===== src/rtl/game_pkg.sv =====
// Shared types and constants for the game sequencer, gamelogic and the
// sprite drawers.
//   game_state_t : 2-bit game state encoding (START / RUN / DEAD)
//   KEY_*        : USB HID keycodes used by the sequencer
//   HIT_CNT_MAX  : saturation value of the collision hit counter
package game_pkg;

    typedef enum logic [1:0] {
        GS_START = 2'b00,
        GS_RUN   = 2'b01,
        GS_DEAD  = 2'b10
    } game_state_t;

    localparam logic [7:0] KEY_ENTER = 8'h28;
    localparam logic [7:0] KEY_SPACE = 8'h2C;
    localparam logic [7:0] KEY_I     = 8'h0C;

    localparam logic [3:0] HIT_CNT_MAX = 4'd15;

endpackage


===== src/rtl/box_overlap.sv =====
// Axis-aligned bounding-box overlap test, purely combinational.
// Ports:
//   a_x, a_y, a_w, a_h : box A top-left and size (10 bit)
//   b_x, b_y, b_w, b_h : box B top-left and size (10 bit)
//   hit                : boxes share at least one pixel
// Sums are formed in 11 bits so position+size never wraps. Strict '<'
// means boxes that only touch along an edge do not overlap.
module box_overlap (
    input  logic [9:0] a_x,
    input  logic [9:0] a_y,
    input  logic [9:0] a_w,
    input  logic [9:0] a_h,
    input  logic [9:0] b_x,
    input  logic [9:0] b_y,
    input  logic [9:0] b_w,
    input  logic [9:0] b_h,
    output logic       hit
);

    logic [10:0] a_x2, a_y2, b_x2, b_y2;

    assign a_x2 = {1'b0, a_x} + {1'b0, a_w};
    assign a_y2 = {1'b0, a_y} + {1'b0, a_h};
    assign b_x2 = {1'b0, b_x} + {1'b0, b_w};
    assign b_y2 = {1'b0, b_y} + {1'b0, b_h};

    assign hit = ({1'b0, a_x} < b_x2) && ({1'b0, b_x} < a_x2) &&
                 ({1'b0, a_y} < b_y2) && ({1'b0, b_y} < a_y2);

endmodule


===== src/rtl/game_state_ctrl.sv =====
// Top-level game sequencer: START -> RUN -> DEAD -> START.
// Ports:
//   Clk50, Reset            : clock, async active-high reset
//   frame_Clk               : async frame strobe (one frame per rising edge)
//   keycode                 : current USB keycode (00 = none)
//   Dino_/Cactus_/Ptero_*   : sprite boxes for the collision check
//   ca_off, pt_off          : obstacle off screen, excluded from collision
//   Game_State, Dead        : registered state and its DEAD decode
//   Enter                   : one-cycle pulse per KEY_START press
//   frame_tick              : one-cycle pulse per synchronised frame edge
// Optional: define GAME_INVINCIBLE_EN to add an invincibility toggle on
// keycode 8'h0C that suppresses RUN->DEAD while set.
import game_pkg::*;

module game_state_ctrl #(
    parameter logic [7:0] KEY_START      = 8'h28,
    parameter logic [7:0] KEY_JUMP       = 8'h2C,
    parameter int         DINO_W         = 44,
    parameter int         DINO_H         = 47,
    parameter int         PT_W           = 46,
    parameter int         PT_H           = 40,
    parameter int         HIT_FRAMES     = 1,
    parameter int         HOLDOFF_FRAMES = 30
) (
    input  logic       Clk50,
    input  logic       Reset,
    input  logic       frame_Clk,
    input  logic [7:0] keycode,
    input  logic [9:0] Dino_PosX,
    input  logic [9:0] Dino_PosY,
    input  logic [9:0] Cactus_PosX,
    input  logic [9:0] Cactus_PosY,
    input  logic [9:0] Cactus_SizeX,
    input  logic [9:0] Cactus_SizeY,
    input  logic [9:0] Ptero_PosX,
    input  logic [9:0] Ptero_PosY,
    input  logic       ca_off,
    input  logic       pt_off,
    output logic [1:0] Game_State,
    output logic       Dead,
    output logic       Enter,
    output logic       frame_tick
);

    localparam logic [9:0] DINO_W10 = DINO_W[9:0];
    localparam logic [9:0] DINO_H10 = DINO_H[9:0];
    localparam logic [9:0] PT_W10   = PT_W[9:0];
    localparam logic [9:0] PT_H10   = PT_H[9:0];
    localparam logic [3:0] HIT_THR  = HIT_FRAMES[3:0];
    localparam logic [5:0] HOLD_LD  = HOLDOFF_FRAMES[5:0];

    game_state_t state, state_nx;
    logic [2:0]  fsync;
    logic [7:0]  key_prev;
    logic [3:0]  hit_cnt, hit_cnt_nx;
    logic [5:0]  holdoff;
    logic        press_start, press_jump;
    logic        ov_ca, ov_pt, hit, run_eval, kill;

    // frame_Clk: two synchroniser flops, third flop holds the previous
    // synchronised level for the rising-edge detect.
    always_ff @(posedge Clk50 or posedge Reset) begin
        if (Reset) begin
            fsync      <= 3'b000;
            frame_tick <= 1'b0;
        end else begin
            fsync      <= {fsync[1:0], frame_Clk};
            frame_tick <= fsync[1] & ~fsync[2];
        end
    end

    // Key edge detect: a held key gives exactly one press.
    always_ff @(posedge Clk50 or posedge Reset) begin
        if (Reset) begin
            key_prev <= 8'h00;
            Enter    <= 1'b0;
        end else begin
            key_prev <= keycode;
            Enter    <= press_start;
        end
    end

    assign press_start = (keycode == KEY_START) && (key_prev != KEY_START);
    assign press_jump  = (keycode == KEY_JUMP)  && (key_prev != KEY_JUMP);

    box_overlap u_ov_ca (
        .a_x(Dino_PosX),   .a_y(Dino_PosY),   .a_w(DINO_W10),     .a_h(DINO_H10),
        .b_x(Cactus_PosX), .b_y(Cactus_PosY), .b_w(Cactus_SizeX), .b_h(Cactus_SizeY),
        .hit(ov_ca)
    );

    box_overlap u_ov_pt (
        .a_x(Dino_PosX),  .a_y(Dino_PosY),  .a_w(DINO_W10), .a_h(DINO_H10),
        .b_x(Ptero_PosX), .b_y(Ptero_PosY), .b_w(PT_W10),   .b_h(PT_H10),
        .hit(ov_pt)
    );

    assign hit        = (!ca_off && ov_ca) || (!pt_off && ov_pt);
    assign hit_cnt_nx = !hit ? 4'd0 :
                        (hit_cnt == HIT_CNT_MAX) ? hit_cnt : hit_cnt + 4'd1;
    assign run_eval   = (state == GS_RUN) && frame_tick;

`ifdef GAME_INVINCIBLE_EN
    logic invinc;

    always_ff @(posedge Clk50 or posedge Reset) begin
        if (Reset)
            invinc <= 1'b0;
        else if ((keycode == KEY_I) && (key_prev != KEY_I))
            invinc <= ~invinc;
    end

    // '>=' so a counter that kept climbing while invincible still kills
    // on the first overlapping frame after the flag clears.
    assign kill = run_eval && (hit_cnt_nx >= HIT_THR) && !invinc;
`else
    assign kill = run_eval && (hit_cnt_nx >= HIT_THR);
`endif

    // State register
    always_ff @(posedge Clk50 or posedge Reset) begin
        if (Reset) state <= GS_START;
        else       state <= state_nx;
    end

    // Next state
    always_comb begin
        state_nx = state;
        case (state)
            GS_START: if (press_start || press_jump)          state_nx = GS_RUN;
            GS_RUN:   if (kill)                               state_nx = GS_DEAD;
            GS_DEAD:  if (press_start && (holdoff == 6'd0))   state_nx = GS_START;
            default:                                          state_nx = GS_START;
        endcase
    end

    // Outputs decoded from the registered state only.
    always_comb begin
        Game_State = state;
        Dead       = (state == GS_DEAD);
    end

    // Frame counters: hit streak in RUN, restart holdoff in DEAD.
    always_ff @(posedge Clk50 or posedge Reset) begin
        if (Reset) begin
            hit_cnt <= 4'd0;
            holdoff <= 6'd0;
        end else begin
            if (state_nx == GS_RUN && state != GS_RUN)
                hit_cnt <= 4'd0;
            else if (run_eval)
                hit_cnt <= hit_cnt_nx;

            if (state_nx == GS_DEAD && state != GS_DEAD)
                holdoff <= HOLD_LD;
            else if (state == GS_DEAD && frame_tick && holdoff != 6'd0)
                holdoff <= holdoff - 6'd1;
        end
    end

endmodule

===== config.mk =====
export PLATFORM = sky130hd
export DESIGN_NAME = game_state_ctrl
export DESIGN_NICKNAME = d
export VERILOG_FILES = /design/src/rtl/game_pkg.sv /design/src/rtl/box_overlap.sv /design/src/rtl/game_state_ctrl.sv
export SDC_FILE = /design/constraint.sdc
export NUM_CORES = 1
export LEC_CHECK = 0
export ABC_CLOCK_PERIOD_IN_PS = 2400
export BUFFER_PORTS_ARGS = -buffer_cell sky130_fd_sc_hd__buf_2
export CELL_PAD_IN_SITES_DETAIL_PLACEMENT = 1
export CELL_PAD_IN_SITES_GLOBAL_PLACEMENT = 1
export CORE_MARGIN = 8
export CORE_UTILIZATION = 40
export DETAILED_ROUTE_END_ITERATION = 16
export PLACE_DENSITY = 0.78
export SLEW_MARGIN = 25
export SYNTH_ARGS = -nofsm -noshare
export SYNTH_HDL_FRONTEND = slang
export SYNTH_SLANG_ARGS = --single-unit

===== constraint.sdc =====
create_clock -name Clk50 -period 2.4 [get_ports Clk50]
set_clock_uncertainty 0.15 [all_clocks]
set_input_delay 0 -clock Clk50 [delete_from_list [all_inputs] [get_ports Clk50]]
set_output_delay 0 -clock Clk50 [all_outputs]
set_load 0.02 [all_outputs]

After elaboration in Yosys (flattened, before gate mapping). Index checks and enable logic that the tools add are counted.

Register bits after elaboration: 25. Bits in latches: 0. Bits in writable memories: 0. Memory bits (read-only): 0. Output and inout port bits: 5. Logic and storage cells: 73. Memories kept: 0.

Add/sub/neg operators: 8. Multipliers: 0. Div/mod/pow operators: 0. Order comparisons: 9. Equality and inequality tests: 11. Shift operators: 0. Muxes and demuxes: 10. Bitwise operators: 2. Reduce and logical (&&, ||, !) cells: 26.

Operators with widths (number): $lt A10 B11 Y1 (8); $add A10 B6 Y11 const B (4); $add A10 B10 Y11 (2); $logic_and A1 B1 Y1 (17); $eq A8 B6 Y1 const B (2); $mux W4 (4); $ne A8 B6 Y1 const B (2); $mux W6 (2); $logic_not A6 Y1 (1); $mux W2 (3); $pmux W2 S3 (1); $reduce_bool A6 Y1 (1); $sub A6 B1 Y6 const B (1); $add A4 B1 Y4 const B (1); $eq A2 B1 Y1 const B (2); $eq A2 B2 Y1 const B (2); $eq A4 B4 Y1 const B (1); $ge A4 B1 Y1 const B (1); $reduce_bool A2 Y1 (2); $logic_not A1 Y1 (2); $logic_not A2 Y1 (1); $logic_or A1 B1 Y1 (2); $ne A2 B1 Y1 const B (1); $ne A2 B2 Y1 const B (1); 2 further kinds (2).

Logic depth before layout (Yosys ltp).
Depth after elaboration: 15. Mapped depth: 17. Gate-level depth less buffers: 17.

Modules after synthesis. A second synthesis with hierarchy kept.

Cells, all modules: 673. Area, all modules: 5755.5 µm².

Modules (own cells, without submodules): box_overlap (u_ov_pt) (times used 1, cells an instance 296, area an instance 2358.5 µm², seq. area each 0.0 µm²); box_overlap (u_ov_ca) (times used 1, cells an instance 276, area an instance 2294.7 µm², seq. area each 0.0 µm²); game_state_ctrl (times used 1, cells an instance 101, area an instance 1102.3 µm², seq. area each 625.6 µm²).

Worst setup path after synthesis. Ideal clock, no wire load.

Kind: input port to flip-flop. From: input Cactus_PosY[0]. To: register state[0], in the netlist Game_State[0]. Data arrival time: 3.026 ns. Data required time: 2.131 ns. Slack: -0.894 ns. Stages on the path: 17. Buffers on the path: 0. Cells stage by stage: ha_1 fa_1 a211oi_1 o21bai_1 nand3_1 nand2_1 a21oi_1 xor2_1 ha_1 a21o_1 a21oi_1 a211oi_1 a21oi_1 o22ai_1 o22a_1 a311o_1 a21bo_1.

Cells in the longest elaborated chain, start to end: 11. Elaborated cells on any way between the ends: 12. Those cells by class: add/sub: 1; order compare: 3; mux: 3; reduce/logical: 5.

Ends and longest elaborated chain: from (decl) (line game_state_ctrl.sv:32) `input logic [9:0] Cactus_PosY,`; $add A10 B10 Y11 (line box_overlap.sv:25) `assign b_y2 = {1'b0, b_y} + {1'b0, b_h};`; $lt A10 B11 Y1 (line box_overlap.sv:28) `({1'b0, a_y} < b_y2) && ({1'b0, b_y} < a_y2);`; $logic_and A1 B1 Y1 (line box_overlap.sv:27) `assign hit = ({1'b0, a_x} < b_x2) && ({1'b0, b_x} < a_x2) &&`; $logic_and A1 B1 Y1 (*) (line box_overlap.sv:28); $logic_and A1 B1 Y1 (*) (line game_state_ctrl.sv:98) `assign hit = (!ca_off && ov_ca) || (!pt_off && ov_pt);`; $logic_or A1 B1 Y1 (*) (line game_state_ctrl.sv:98); $mux W4 (*) (line game_state_ctrl.sv:99) `assign hit_cnt_nx = !hit ? 4'd0 :`; $ge A4 B1 Y1 (*) (line game_state_ctrl.sv:117) `assign kill = run_eval && (hit_cnt_nx >= HIT_THR);`; $logic_and A1 B1 Y1 (*) (line game_state_ctrl.sv:117); $mux W2 (*) (line game_state_ctrl.sv:131) `GS_RUN: if (kill) state_nx = GS_DEAD;`; $pmux W2 S3 (*) (line game_state_ctrl.sv:129) `case (state)`; via state_nx[0] (line game_state_ctrl.sv:52) `game_state_t state, state_nx;`; to (signal assigned) (line game_state_ctrl.sv:123) `else state <= state_nx;`; to (decl) (line game_state_ctrl.sv:52).

Mark *: on every way through the listed nets, which the timed path passes. The rest lies on a longest branch. A chain may end at the register's enable or synchronous reset.

Worst setup path after layout.
From: input Cactus_PosX[1]. To: register state[0], in the netlist Game_State[0].

Cells in the longest elaborated chain, start to end: 12. Elaborated cells on any way between the ends: 13. Those cells by class: add/sub: 1; order compare: 3; mux: 3; reduce/logical: 6.

Ends and longest elaborated chain: from (decl) (line game_state_ctrl.sv:31) `input logic [9:0] Cactus_PosX,`; $add A10 B10 Y11 (line box_overlap.sv:24) `assign b_x2 = {1'b0, b_x} + {1'b0, b_w};`; $lt A10 B11 Y1 (line box_overlap.sv:27); $logic_and A1 B1 Y1 (*) (2 in a row) (line box_overlap.sv:27); $logic_and A1 B1 Y1 (*) (line box_overlap.sv:28); $logic_and A1 B1 Y1 (*) (line game_state_ctrl.sv:98); $logic_or A1 B1 Y1 (*) (line game_state_ctrl.sv:98); $mux W4 (*) (line game_state_ctrl.sv:99); $ge A4 B1 Y1 (*) (line game_state_ctrl.sv:117); $logic_and A1 B1 Y1 (*) (line game_state_ctrl.sv:117); $mux W2 (*) (line game_state_ctrl.sv:131); $pmux W2 S3 (*) (line game_state_ctrl.sv:129); via state_nx[0] (line game_state_ctrl.sv:52).

Marked as above.

==> impl_metrics.ini <==
[synth]
yosysMostFrequentCell = ha_1
synth_area_leaders = ha_1 (32%), dfrtp_1 (16%), xor2_1 (6.2%), a21oi_1 (4.6%), xnor2_1 (4.1%)
synth_edf_count = 0
yosys-top-cells-count = ha_1 (98), a21oi_1 (35), nor2_1 (28), xor2_1 (27)
yosysWarnings = 0
syn-num-nets = 629
synthCells = 436
synth_seq_area_share_pct = 16.45
synth_top_area_cell = ha_1
ys_ff_latch = 25
synth_async_sr_flop_share_pct = 100.0
synth_top_area_share_pct = 32.25
avgSynthCellArea_sq_um = 8.721
yosysUniqueCellTypes = 46
ys.flop_type = dfrtp_1
syn_area_sq_um = 3802

[clock_tree]
cts_max_path_buffers = 2
h-tree-depth = 1
cts.sinks = 25
clkTransAtPathRegs_ns = 0.11
numCtsBuffers = 3
cts_tree = built
cts_root_buffer = clkbuf_8
worstSkewPairLatency_ns = 0.30

[sta]
rsz0062_at_grt = yes
final-setup-viol-count = 12
worst_slack_ns = -0.9295
fmax_ghz = 0.3003
maxSlewHeadroom_pct = 37.87
timing.final.crit_share_pct = 138.7
worstMarginPinSlew_ns = 0.9262
finalHoldViolCount = 0
fin_tns_setup_ns = -10.00
finalMaxSlewViolations = 0
period_minus_slack_ns = 3.329

[critical_path]
worstSetupStartpointType = input pin
required_ns = 2.43
arrival_ns = 3.36
critPathMaxFanout = 8
end_kind = register
worstSetupPathType = input pin to register

[floorplan]
start_util_pct = 41.15
dieArea_sq_um = 12880
die_x_microns = 113.5
die_h_microns = 113.5
io_pins = 98
rows = 35
placeableCoreArea_sq_um = 9240

[place]
portBuffers = 97
place_inst = 775
place_congestion = 0.8477
dp_hpwl_mm = 11.55

[grt]
antenna_found_initial = 0
grt_start_max_net_pins = 26
grt_usage_pct = 24.52
grt_pass1_wl_mm = 25.71
grt_pass1_vias = 5317
grt_overflow = 0

[drt]
vias = 4712
vias_per_cell = 5.853
ant_nets = 0
routed_wl_mm = 17.74
drc = 0
drt-pass1-iter-count = 4
avgRoutedWirePerCell_microns = 22.03
initialDrtViolationCount = 165

[layout]
nets = 870
final_cell_count_no_fill = 805
num_antenna_cells = 0
area_growth_pct = 52.39
drive_gt1_share_pct = 39.50

[pwr]
irDropWorstVdd_mv = 0.3783
power_density_nw_per_um2 = 407.0
leakage_nw = 2.973
finalPower_mw = 2.358

[min_path]
min_path_type = input pin to register

[job]
drv_cap = 0

[outcome]
outcome = finished with violations
failed_checks = setup timing
==> worst paths after layout <==
| kind | startpoint | end | slack (ns) | depth (start not counted) |
|---|---|---|---|---|
| max | Cactus_PosX[1] | Game_State[0] | -0.93 | 18 |
| min | frame_Clk | fsync[0] | 0.19 | 2 |
| max reg2reg | key_prev[7] | hit_cnt[2] | 0 | 5 |
| min reg2reg | fsync[0] | fsync[1] | 0.22 | 0 |
| max in group asynchronous | Reset | hit_cnt[0] | 1.45 | 3 |
| min in group asynchronous | Reset | Enter | 0.20 | 3 |
==> state kept, by name, summed over array words and instances, names as in the netlist <==
| register | count |
|---|---|
| Enter | 1 |
| hit_cnt | 4 |
| holdoff | 6 |
| frame_tick | 1 |
| key_prev | 8 |
| fsync | 3 |
| Game_State | 2 |
==> per-layer routing <==
layer | global-route usage (%) | routed length, microns | vias to the layer above
li1 | - | - | 2126
met1 | 23.60 | 6314 | 2289
met2 | 49.27 | 9502 | 217
met3 | 4.596 | 981 | 80
met4 | 10.12 | 937 | 0
met5 | 0 | 0 | -
==> worst max-delay path, stage by stage <==
cell and delay, ns:
buf_8 0.10, ha_4 0.22, a21o_1 0.16, a21oi_2 0.18, o21bai_1 0.11, a21oi_2 0.22, o21ai_2 0.09, a21o_1 0.18
a21oi_2 0.16, xor2_1 0.20, ha_1 0.31, a21oi_2 0.26, nand2b_1 0.12, o21ai_2 0.15, o22ai_2 0.09, o22a_1 0.20
a311o_2 0.39, a21bo_1 0.19
==> final cells by class <==
type,instances,area (sq um)
sequential,25,625.6
multi-input combinational,391,3296
timing repair buffer,236,1587
clock inverter,1,8.758
inverter,20,75.07
tap,129,161.4
clock buffer,3,41.29
fill,1095,3446
==> per-stage QoR <==
stage	setup slack [ns]	area, sq um	hold slack (ns)	utilization (%)
floorplan	-0.5924	3902	-0.1227	-
detailed placement	-1.042	5398	-0.03777	58.42
finish	-0.9295	5794	0.1868	62.71
CTS	-0.6775	5703	0.2122	61.72
global route	-0.9869	5794	0.1831	62.71
global placement	-0.9122	5398	-0.04095	58.42
==> power by group <==
| group | total (mW) | switching [mW] | internal, mW |
|---|---|---|---|
| Sequential | 0.567 | 0.0784 | 0.489 |
| Combinational | 1.51 | 0.773 | 0.732 |
| Clock | 0.286 | 0.163 | 0.123 |
| Total | 2.36 | 1.01 | 1.34 |
==> repair_timing <==
item                                   4_1_cts  5_1_grt
setup endpoints to repair                   12       12
gates resized for setup                     19       13
endpoints found under the hold margin       36        0
pin swaps                                    9       14
setup buffers                               11        6
hold buffers                                10        0
==> logic make-up after synthesis <==
| group | Yosys count | synth area share, % |
|---|---|---|
| AND/OR/NAND/NOR | 116 | 15.20 |
| XOR/XNOR | 45 | 10.37 |
| adder cells (fa/ha/maj) | 100 | 33.30 |
| AO/OA/AOI/OAI | 130 | 22.71 |
| buffers and inverters | 20 | 1.974 |
| flip-flops | 25 | 16.45 |
==> layout by cell type (no fill, tap or decap), types with 15 or more instances in the layout <==
cell,instances
nand2_1,25
ha_1,92
buf_4,129
o21ai_0,19
buf_2,93
nor2_1,28
inv_1,19
xor2_1,27
a21oi_1,24
dfrtp_1,25
nand3_1,15
xnor2_1,18
a21o_1,15
Power figures use the tool's default switching activity.
